## src/rtl/fc_pkg.sv

```systemverilog
// rtl/fc_pkg.sv - shared types and fixed-point helpers for fully connected layers
package fc_pkg;

   typedef enum logic [1:0] {
      FC_IDLE,
      FC_ACC,
      FC_EMIT
   } fc_bwd_state_t;

   localparam int SAT_W = 64;

   // Arithmetic right shift by frac_bits, then clamp to a signed width-bit range.
   function automatic logic signed [SAT_W-1:0] sat_shift(
      input logic signed [SAT_W-1:0] acc,
      input int                      width,
      input int                      frac_bits
   );
      logic signed [SAT_W-1:0] shifted;
      logic signed [SAT_W-1:0] max_v;
      logic signed [SAT_W-1:0] min_v;
      shifted = acc >>> frac_bits;
      max_v   = (64'sd1 <<< (width - 1)) - 64'sd1;
      min_v   = -max_v - 64'sd1;
      if (shifted > max_v) begin
         return max_v;
      end
      if (shifted < min_v) begin
         return min_v;
      end
      return shifted;
   endfunction

endpackage

```

## src/rtl/mac_sat.sv

```systemverilog
// rtl/mac_sat.sv - signed multiply-accumulate with clear/enable and saturated output
module mac_sat
   import fc_pkg::*;
#(
   parameter int PX_SIZE   = 8,
   parameter int ACC_W     = 18,
   parameter int FRAC_BITS = 4
) (
   input  logic               clk,
   input  logic               rst_n,
   input  logic               clr,
   input  logic               en,
   input  logic [PX_SIZE-1:0] a,
   input  logic [PX_SIZE-1:0] b,
   output logic [PX_SIZE-1:0] sat_data
);

   logic signed [2*PX_SIZE-1:0] prod;
   logic signed [ACC_W-1:0]     acc_d;
   logic signed [ACC_W-1:0]     acc_q;
   logic signed [SAT_W-1:0]     sat_full;
   logic                        unused_hi;

   always_comb begin
      prod  = $signed(a) * $signed(b);
      acc_d = acc_q;
      if (clr) begin
         acc_d = '0;
      end else if (en) begin
         acc_d = acc_q + ACC_W'(prod);
      end
   end

   always_ff @(posedge clk or negedge rst_n) begin
      if (!rst_n) begin
         acc_q <= '0;
      end else begin
         acc_q <= acc_d;
      end
   end

   // The accumulator only moves outside EMIT, so this stays stable while stalled.
   assign sat_full  = sat_shift(SAT_W'(acc_q), PX_SIZE, FRAC_BITS);
   assign sat_data  = sat_full[PX_SIZE-1:0];
   assign unused_hi = ^sat_full[SAT_W-1:PX_SIZE];

endmodule

```

## src/rtl/fc_backward.sv

```systemverilog
// rtl/fc_backward.sv - sequential input-gradient pass of a fully connected layer
module fc_backward
   import fc_pkg::*;
#(
   parameter int  INPUT_SIZE      = 5,
   parameter int  INPUT_CHANNELS  = 3,
   parameter int  OUTPUT_CHANNELS = 3,
   parameter int  PX_SIZE         = 8,
   parameter int  FRAC_BITS       = 4,
   localparam int FLAT_INPUT_SIZE = INPUT_SIZE * INPUT_SIZE * INPUT_CHANNELS,
   localparam int IDX_W           = $clog2(FLAT_INPUT_SIZE)
) (
   input  logic                 clk,
   input  logic                 rst_n,
   input  logic                 start,
   input  logic [OUTPUT_CHANNELS-1:0][INPUT_SIZE-1:0][INPUT_SIZE-1:0][INPUT_CHANNELS-1:0][PX_SIZE-1:0] weights,
   input  logic [OUTPUT_CHANNELS-1:0][PX_SIZE-1:0] grad_out,
   output logic                 busy,
   output logic                 out_valid,
   input  logic                 out_ready,
   output logic [PX_SIZE-1:0]   out_data,
   output logic [IDX_W-1:0]     out_index,
   output logic                 done
);

   localparam int C_W   = (OUTPUT_CHANNELS > 1) ? $clog2(OUTPUT_CHANNELS) : 1;
   localparam int ACC_W = 2 * PX_SIZE + $clog2(OUTPUT_CHANNELS) + 1;
   localparam logic [C_W-1:0]   C_LAST = C_W'(OUTPUT_CHANNELS - 1);
   localparam logic [IDX_W-1:0] I_LAST = IDX_W'(FLAT_INPUT_SIZE - 1);

   fc_bwd_state_t                        state_q, state_d;
   logic [IDX_W-1:0]                     i_q, i_d;
   logic [C_W-1:0]                       c_q, c_d;
   logic [OUTPUT_CHANNELS-1:0][PX_SIZE-1:0] grad_q, grad_d;
   logic                                 done_q, done_d;
   logic                                 acc_clr, acc_en, hs;
   logic [FLAT_INPUT_SIZE*PX_SIZE-1:0]   w_row;
   logic [PX_SIZE-1:0]                   w_sel, g_sel;

   always_ff @(posedge clk or negedge rst_n) begin
      if (!rst_n) begin
         state_q <= FC_IDLE;
         i_q     <= '0;
         c_q     <= '0;
         grad_q  <= '0;
         done_q  <= 1'b0;
      end else begin
         state_q <= state_d;
         i_q     <= i_d;
         c_q     <= c_d;
         grad_q  <= grad_d;
         done_q  <= done_d;
      end
   end

   always_comb begin
      state_d = state_q;
      case (state_q)
         FC_IDLE: if (start) state_d = FC_ACC;
         FC_ACC:  if (c_q == C_LAST) state_d = FC_EMIT;
         FC_EMIT: if (hs) state_d = (i_q == I_LAST) ? FC_IDLE : FC_ACC;
         default: state_d = FC_IDLE;
      endcase
   end

   always_comb begin
      i_d    = i_q;
      c_d    = c_q;
      grad_d = grad_q;
      done_d = 1'b0;
      case (state_q)
         FC_IDLE: begin
            if (start) begin
               grad_d = grad_out;
               i_d    = '0;
               c_d    = '0;
            end
         end
         FC_ACC: begin
            if (c_q != C_LAST) c_d = c_q + 1'b1;
         end
         FC_EMIT: begin
            if (hs) begin
               c_d = '0;
               if (i_q == I_LAST) begin
                  i_d    = '0;
                  done_d = 1'b1;
               end else begin
                  i_d = i_q + 1'b1;
               end
            end
         end
         default: ;
      endcase
   end

   always_comb begin
      out_valid = (state_q == FC_EMIT);
      busy      = (state_q != FC_IDLE);
      done      = done_q;
      out_index = i_q;
      hs        = out_valid && out_ready;
      acc_en    = (state_q == FC_ACC);
      acc_clr   = ((state_q == FC_IDLE) && start) ||
                  (hs && (i_q != I_LAST));
   end

   // Element i of a channel row sits at bits [i*PX_SIZE +: PX_SIZE] of the packed vector.
   assign w_row = weights[c_q];
   assign w_sel = w_row[int'(i_q)*PX_SIZE +: PX_SIZE];
   assign g_sel = grad_q[c_q];

   mac_sat #(
      .PX_SIZE  (PX_SIZE),
      .ACC_W    (ACC_W),
      .FRAC_BITS(FRAC_BITS)
   ) u_mac (
      .clk     (clk),
      .rst_n   (rst_n),
      .clr     (acc_clr),
      .en      (acc_en),
      .a       (w_sel),
      .b       (g_sel),
      .sat_data(out_data)
   );

endmodule

```

## config.mk

```make
export PLATFORM = sky130hd
export DESIGN_NAME = fc_backward
export DESIGN_NICKNAME = d
export VERILOG_FILES = /design/src/rtl/fc_pkg.sv /design/src/rtl/mac_sat.sv /design/src/rtl/fc_backward.sv
export SDC_FILE = /design/constraint.sdc
export NUM_CORES = 1
export LEC_CHECK = 0
export ABC_AREA = 1
export BUFFER_PORTS_ARGS = -buffer_cell sky130_fd_sc_hd__clkbuf_2
export CORE_AREA = 5 5 714 716
export DETAILED_ROUTE_END_ITERATION = 16
export DIE_AREA = 0 0 719 721
export PLACE_DENSITY = 0.3
export SLEW_MARGIN = 20
export SYNTH_ARGS = -nofsm -noshare
export SYNTH_HDL_FRONTEND = slang
export SYNTH_SLANG_ARGS = --single-unit
```

## constraint.sdc

```tcl
create_clock -name clk -period 6.4 [get_ports clk]
set_input_delay 0.96 -clock clk [delete_from_list [all_inputs] [get_ports clk]]
set_output_delay 0.96 -clock clk [all_outputs]
set_load 0.02 [all_outputs]
```

## Word level (Yosys, flattened, before mapping)

Cells that the tools add are included.

- Logic and storage cells: 68
- Register bits: 55

- $add $sub $neg: 3
- Mux-type cells: 29
- Multiply operators: 1
- Shifts and indexed selects: 1
- Order comparisons: 3
- Equal/unequal tests: 10
- Reductions and logical operators: 13

Operators by type and width:

| operator | count |
|---|---|
| $bmux W600 S2 | 1 |
| $mux W600 | 1 |
| $shiftx A600 B11 Y8 | 1 |
| $mux W8 | 5 |
| $mux W19 | 2 |
| $mux W7 | 3 |
| $add A19 B16 Y19 | 1 |
| $bmux W8 S2 | 1 |
| $mul A8 B8 Y16 | 1 |
| $gt A15 B8 Y1 const B | 1 |
| $lt A15 B8 Y1 const B | 1 |
| $pmux W7 S2 | 1 |
| $mux W2 | 6 |
| $pmux W2 S3 | 2 |
| $add A7 B1 Y7 const B | 1 |
| $eq A7 B7 Y1 const B | 1 |
| $mux W1 | 7 |
| $ne A7 B7 Y1 const B | 1 |
| $ne A2 B1 Y1 const B | 3 |
| $reduce_and A3 Y1 | 2 |
| $reduce_bool A2 Y1 | 3 |
| $eq A2 B2 Y1 const B | 2 |
| $ne A2 B2 Y1 const B | 2 |
| $reduce_and A4 Y1 | 1 |
| 8 further kinds | 10 |

## Longest topological paths before layout

Gate-level depths: netlist (run 1).

- Depth after elaboration: 7
- Gate-level depth with buffers: 40
- Gate-level depth less buffers: 37

## By module

From an unflattened synthesis (run 1), not the netlist that was laid out.

- Cell total of the unflattened synthesis: 5259
- Area total of the unflattened synthesis: 25538.2 µm²

Modules (own cells, without submodules):

| module | times used | seq. area each (µm²) | area each (µm²) | cells an instance |
|---|---|---|---|---|
| fc_backward | 1 | 900.9 | 21050.2 | 4685 |
| mac_sat | 1 | 475.5 | 4488.1 | 574 |

## Worst setup path before layout (run 1)

Ideal clock, no wire load.

- Path type: register to register
- Start point: reg i_q[0] (netlist: out_index[0])
- End point: reg u_mac.acc_q[15]
- Arrival time: 6058 ps
- Library setup time: 131 ps
- Clock period less this slack: 6190 ps
- Stages on the path, launching flop included: 34
- Path slack: 210 ps
- Data required time: 6269 ps
- Cell sequence: dfrtp_1 > buf_4 > inv_2 > buf_6 > buf_4 > buf_2 > nor2_1 > o21ai_1 > a21oi_1 > o21ai_1 > o21ai_0 > nand2_1 > nand2_1 > nand2_1 > a21boi_1 > fa_1 > inv_1 > fa_1 > inv_1 > fa_1 > fa_1 > ha_1 > ha_1 > inv_1 > o21ai_0 > a21oi_1 > o21ai_0 > inv_1 > nor2_1 > nor2_1 > o21ai_0 > nand2_1 > nand2_1 > o22ai_1

- Word-level cells in the longest chain between the ends: 5

RTL lines:

| element | line | text |
|---|---|---|
| start, declared | fc_backward.sv:32 | `logic [IDX_W-1:0] i_q, i_d;` |
| start signal, assigned | fc_backward.sv:49 | `i_q <= i_d;` |
| $shiftx A600 B11 Y8 | fc_backward.sv:110 | `assign w_sel = w_row[int'(i_q)*PX_SIZE +: PX_SIZE];` |
| $mul A8 B8 Y16 | mac_sat.sv:25 | `prod = $signed(a) * $signed(b);` |
| $add A19 B16 Y19 | mac_sat.sv:30 | `acc_d = acc_q + ACC_W'(prod);` |
| $mux W19 | mac_sat.sv:29 | `end else if (en) begin` |
| $mux W19 | mac_sat.sv:27 | `if (clr) begin` |
| end signal, assigned | mac_sat.sv:36 | `acc_q <= '0;` |
| end signal, assigned | mac_sat.sv:38 | `acc_q <= acc_d;` |
| end, declared | mac_sat.sv:20 | `logic signed [ACC_W-1:0] acc_q;` |

Several ways; a longest one is shown, not always the timed one. The select of a mux whose other input is x is not followed.
A chain may end at the register's enable or synchronous reset.

## Worst setup path in the final report (run 1)

- Start point: reg c_q[1]
- End point: reg u_mac.acc_q[18]

- Word-level cells in the longest chain between the ends: 7

RTL lines:

| element | line | text |
|---|---|---|
| start, declared | fc_backward.sv:33 | `logic [C_W-1:0] c_q, c_d;` |
| start signal, assigned | fc_backward.sv:44 | `c_q <= '0;` |
| start signal, assigned | fc_backward.sv:50 | `c_q <= c_d;` |
| $bmux W600 S2 | fc_backward.sv:109 | `assign w_row = weights[c_q];` |
| $mux W600 (implied by the code) | fc_backward.sv:109 |  |
| $shiftx A600 B11 Y8 | fc_backward.sv:110 |  |
| $mul A8 B8 Y16 (*) | mac_sat.sv:25 |  |
| $add A19 B16 Y19 (*) | mac_sat.sv:30 |  |
| $mux W19 (*) | mac_sat.sv:29 |  |
| $mux W19 (*) | mac_sat.sv:27 |  |

Mark *: on every way between the ends. The rest lies on a longest branch, timed or not. The select of a mux whose other input is x is not followed.

==> out/qor.txt, run 1 <==
final period utilization = 107.8%
Die H = 721 um
PwrDens = 927.4 nW/um2
overall power = 47.87 mW
Cells after Synth = 4730
routed len/inst = 33.31 um
Relative slew margins = 30.24%
hold-critical path depth = 2
DRT Pass-1 Iters = 5
number of synthesized flops with an enable pin = 0
CORE AREA = 503200 um2
vias after detailed routing = 44380
Crit path largest cell delay = 0.62 ns
TritonCTS Buffers = 5
# fillers = 59970
synthesized area per cell = 5.075 um2
most common library cell in the layout ignoring fill and taps = clkbuf_2
final setup fails = 11
Congestion Overflow GR = 0
Layout Nets = 8967
io pins = 1846
async set-reset flop share out of synthesis = 100.0%
Yosys reg bits = 55
share of layout cells above drive strength 1 = 44.21%
reg-to-reg slack, setup = -0.50 ns
die area = 518400 um2
Worst Hold End = grad_q[14]
Detailed Place HPWL = 416100 um
antenna violations before repair = 491
area delta synth->final = 115.0%
max cap viols = 0
CTS tree = done
Most common cell on crit path = nand2_4
DR vias/cell = 3.206
die width = 719 um
fin crit period = 6.899 ns
IO buf count = 1845
Data required, critical path = 6.61 ns
net count after synthesis = 6689
number of remaining DRC errors = 0
GRT Util Overall = 16.79%
CP Depth = 35
Post-Route WL = 461100 um
CP bufs+invs = 10
Crit Path Class = flop to flop
R2R Path End = u_mac.acc_q[18]
arrival time of the worst setup path = 7.10 ns
Yosys cell types = 51
RSZ-0062 raised after global routing = yes
Pleak = 24.75 nW
Worst Slack Setup Final = -0.4987 ns
failing checks = setup timing
largest net degree at the start of global routing = 56
Setup Skew = 0.01814 ns
critical path peak fanout = 13
R2R cell count = 35
Max VDD drop = 2.390 mV
GPL Wtd Cong = 0.9331
Worst-path clk slew = 0.11 ns
clk sinks = 55
fmax = 145.0 MHz
deepest clock path buffer count = 2
ANT nets after route = 0
crit-path leading delay family = adder cells
Hold Vio Cnt, Final = 0
clk_lat worst skew = 0.34 ns
drt first-iter violations = 3445
num rows = 261
initial core utilization = 4.770%
vias in the first global route = 43940
Post-Syn Area = 24000 um2
H-tree levels = 2
first-pass GRT wire length = 549700 um
worst min path class = flop to flop
status = complete, but fails checks
Worst setup startpoint = c_q[1]
Syn. warnings = 0
prevailing post-synth register cell = dfrtp_1
Crit-path slowest cell = dfrtp_4
fin. max-slew vios = 0
register area share after synthesis = 5.734%
pre-CTS WS = -2.021 ns
setup TNS = -3.761 ns
Crit. End Element = flop
HP Start = grad_q[14]
FF-to-FF Start = c_q[1]
Worst Tran Pin Value = 1.042 ns
most frequent cells in the layout = clkbuf_2 (1845), nand2_1 (1834), nand3_1 (923)
hold bufs inserted after CTS = 0
critical path startpoint category = flop
clock root buffer = clkbuf_16
==> routing by layer <==
| metal | up-vias | global-route usage, % | part of all wire, % |
|---|---|---|---|
| met5 | - | 0 | 0.21 |
| met4 | 152 | 2.860 | 2.5 |
| met3 | 699 | 4.873 | 7.2 |
| met2 | 2252 | 27.92 | 46 |
| met1 | 21090 | 21.65 | 44 |
| li1 | 20180 | - | - |
==> final cells by class <==
| cell class | count | area [um2] | area share [%] |
|---|---|---|---|
| repair inverters | 1 | 11.26 | 0.02182 |
| clock inverters | 3 | 31.28 | 0.06060 |
| multi-input cells | 4035 | 21500 | 41.66 |
| repair buffers | 2646 | 18760 | 36.34 |
| well taps | 6706 | 8391 | 16.26 |
| clock buffers | 5 | 125.1 | 0.2424 |
| diodes | 128 | 320.3 | 0.6206 |
| flip-flops and latches | 55 | 1396 | 2.705 |
| inverters | 264 | 1080 | 2.092 |
==> synth_stat cells, drive strengths merged, types with 6 or more instances <==
cell type	n	area [um2]
a21boi	6	45.04
a21oi	205	1026
a22o	8	70.07
a22oi	8	60.06
a2bb2oi	8	70.07
a32oi	7	61.31
buf	309	1658
clkbuf	67	251.5
dfrtp	55	1376
fa	84	1682
ha	47	588.1
inv	262	985.9
nand2	1947	7336
nand3	982	4920
nand4	45	281.5
nor2	298	1151
nor3	17	85.08
o211ai	47	352.8
o21ai	153	769.5
o21bai	8	60.06
o221ai	25	219.0
o22ai	12	75.07
or2	88	550.5
xor2	6	52.55
==> registers in the layout, summed over array words and instances (netlist names) <==
| name | count |
|---|---|
| state_q | 2 |
| u_mac.acc_q | 19 |
| out_index | 7 |
| done | 1 |
| c_q | 2 |
| grad_q | 24 |
==> power breakdown <==
part / switching (mW) / total (mW) / internal, mW / leakage (nW)
registers: 0.155 / 0.810 / 0.654 / 0.684
logic: 25.8 / 46.7 / 20.9 / 24.0
clock network: 0.193 / 0.347 / 0.155 / 0.0791
==> worst reg2reg max path: cells and delay by family (launching register included) <==
family                     cells  cell delay, ns
adders and majority gates      6            2.74
AOI/OAI and AO/OA              2            0.27
and+or+nand+nor               16            1.73
buffers and inverters         10            1.21
DFF                            1            0.62
xor gates and xnor gates       1            0.20
==> cell families (layout without fill, tap and decap cells) <==
group | Yosys count | after routing | synth area share (%)
AND/OR/NAND/NOR | 3384 | 3384 | 59.87
buffers and inverters | 640 | 2919 | 12.09
AO/OA/AOI/OAI | 507 | 507 | 12.36
adder cells (fa/ha/maj) | 131 | 131 | 9.455
flip-flops | 55 | 55 | 5.734
XOR/XNOR | 11 | 11 | 0.4013
multiplexers | 2 | 2 | 0.08340
other | 0 | 128 | 0
==> per-stage QoR <==
stage	cells	instance area (um2)	hold WS [ns]	util, %
after floorplan	4730	24000	0.4338	-
after global placement	13610	47580	0.4499	9.456
after detailed placement	13610	47610	0.4503	9.460
after CTS	13660	49540	0.4743	9.845
after global routing	13780	51450	0.4945	10.22
final	13840	51620	0.4722	10.26
==> worst max-delay path by stage <==
stage	slack, ns	to
5_1_grt	-0.77	u_mac.acc_q[16]
3_3_place_gp	-2.48	u_mac.acc_q[15]
3_5_place_dp	-2.02	u_mac.acc_q[15]
4_1_cts	-0.94	u_mac.acc_q[13]
6_report	-0.50	u_mac.acc_q[18]
2_1_floorplan	0.21	u_mac.acc_q[15]
==> timing repair <==
action	in CTS	in global routing
pin swaps	66	114
setup buffers	45	47
endpoints found under the setup margin	15	14
gates resized for setup	282	272
gates cloned	9	13
Power figures use the tool's default switching activity.
==> run 2, diff against run 1 <==
Settings changed: SKIP_CTS_REPAIR_TIMING from default to 1.
==> run 2 against run 1 <==
The flow still finishes with violations (setup timing). Largest cell class unchanged. Die area unchanged. Sequential power shrank 2.8%. First-iteration DRC count is 2.6% lower. Critical path depth did not move. Clock skew down 0.0015 ns. Count of clock-buffer cells in the layout is the same. Total power fell by 12%. Routed wire length decreased by 0.90%. Sequential share of layout area is 0.080 points higher.
==> out/qor.txt, run 2 (same netlist as run 1, synthesis figures left out) <==
PwrDens = 839.3 nW/um2
Congestion Overflow GR = 0
ANT nets after route = 0
CTS tree = done
most common library cell in the layout ignoring fill and taps = nand2_1
max cap viols = 0
Worst Hold End = grad_q[14]
vias in the first global route = 43510
Die H = 721 um
Max VDD drop = 1.977 mV
hold-critical path depth = 2
placed cell count = 13610
Pleak = 24.22 nW
GRT Util Overall = 16.63%
HP Start = grad_q[14]
Data required, critical path = 6.65 ns
arrival time of the worst setup path = 7.45 ns
DRT Pass-1 Iters = 8
Largest Register = grad_q
max reg flops = 24
Most common cell on crit path = fa_1
R2R Path End = u_mac.acc_q[13]
final period utilization = 112.4%
most frequent cells in the layout = nand2_1 (1875), clkbuf_2 (1845), nand3_1 (946)
fin. max-slew vios = 0
IO buf count = 1845
status = complete, but fails checks
RSZ-0062 raised after global routing = yes
deepest clock path buffer count = 2
FF-to-FF Start = out_index[0]
Worst Slack Setup Final = -0.7949 ns
critical path peak fanout = 5
Crit path largest cell delay = 0.91 ns
vias after detailed routing = 44120
failing checks = setup timing
TritonCTS Buffers = 5
drt first-iter violations = 3356
R2R cell count = 35
Post-Route WL = 456900 um
Relative slew margins = 21.96%
largest net degree at the start of global routing = 107
Worst-path clk slew = 0.11 ns
Crit-path slowest cell = o211ai_1
die area = 518400 um2
Final Instance Area = 50130 um2
final setup fails = 12
number of remaining DRC errors = 0
fmax = 139.0 MHz
H-tree levels = 2
clock root buffer = clkbuf_16
Setup Skew = 0.01669 ns
clk_lat worst skew = 0.34 ns
overall power = 42.07 mW
Detailed Place HPWL = 416100 um
CORE AREA = 503200 um2
GPL Wtd Cong = 0.9331
routed len/inst = 33.14 um
Area after DPL = 47610 um2
Worst Tran Pin Value = 1.165 ns
DR vias/cell = 3.200
antenna violations before repair = 495
clk sinks = 55
Crit. End Element = flop
first-pass GRT wire length = 544700 um
fin crit period = 7.195 ns
Non-Filler Instances = 13790
Layout Nets = 8920
worst min path class = flop to flop
io pins = 1846
Hold Vio Cnt, Final = 0
reg-to-reg slack, setup = -0.79 ns
num rows = 261
die width = 719 um
initial core utilization = 4.770%
share of layout cells above drive strength 1 = 42.01%
Crit Path Class = flop to flop
critical path startpoint category = flop
area delta synth->final = 108.8%
## run 2: changes by cell type in the layout (fill, tap and decap cells not counted), sizes merged
| cell | delta |
|---|---|
| buf | -43 |
| bufbuf | -4 |
| clkinv | +3 |
| inv | -3 |
| diode | -7 |
## run 2: worst max-delay path, delay by kind of cell, from the launching register on
kind                       cells  cell delay [ns]
adders and majority gates      6             2.88
DFF                            1             0.57
AOI/OAI and AO/OA              7             1.50
and+or+nand+nor               11             0.89
buffers and inverters         11             1.19
## run 2: how the worst max path moves through the flow
stage	slack (ns)	cells past startpoint	startpoint	end
global route	-1.02	36	out_index[0]	u_mac.acc_q[16]
floorplan	0.21	33	out_index[0]	u_mac.acc_q[15]
finish	-0.79	35	out_index[0]	u_mac.acc_q[13]
global placement	-2.48	36	c_q[1]	u_mac.acc_q[15]
detailed placement	-2.02	36	c_q[1]	u_mac.acc_q[15]
CTS	-2.07	36	c_q[1]	u_mac.acc_q[15]
## run 2: layout make-up
type / count / area [um2]
Multi-Input combinational cell: 4035 / 20790
Antenna cell: 121 / 302.8
Clock buffer: 5 / 125.1
Inverter: 264 / 1079
Tap cell: 6706 / 8391
Sequential cell: 55 / 1396
Timing Repair inverter: 1 / 16.27
Clock inverter: 3 / 31.28
Timing Repair Buffer: 2599 / 17990
Fill cell: 60100 / 453100
## run 2: power by group
| group | switching (mW) | internal (mW) | leakage (nW) |
|---|---|---|---|
| clock network | 0.191 | 0.154 | 0.0790 |
| logic | 23.6 | 17.3 | 23.5 |
| registers | 0.139 | 0.648 | 0.684 |
## run 2: metal layers
metal	GRT usage [%]	share of wire, %	vias up
met2	27.85	46	2321
met4	2.472	2.2	146
li1	-	-	20050
met3	4.861	7.6	665
met5	0	0.20	-
met1	21.41	44	20940
## run 2: through the flow
step / setup TNS, ns / setup slack, ns / utilization, % / hold slack (ns)
4_1_cts: -22.63 / -2.070 / 9.491 / 0.4743
5_1_grt: -9.517 / -1.018 / 9.926 / 0.4945
3_5_place_dp: -21.94 / -2.021 / 9.460 / 0.4503
6_report: -7.097 / -0.7949 / 9.961 / 0.4726
3_3_place_gp: -27.19 / -2.482 / 9.456 / 0.4499
2_1_floorplan: 0 / 0.2105 / - / 0.4338
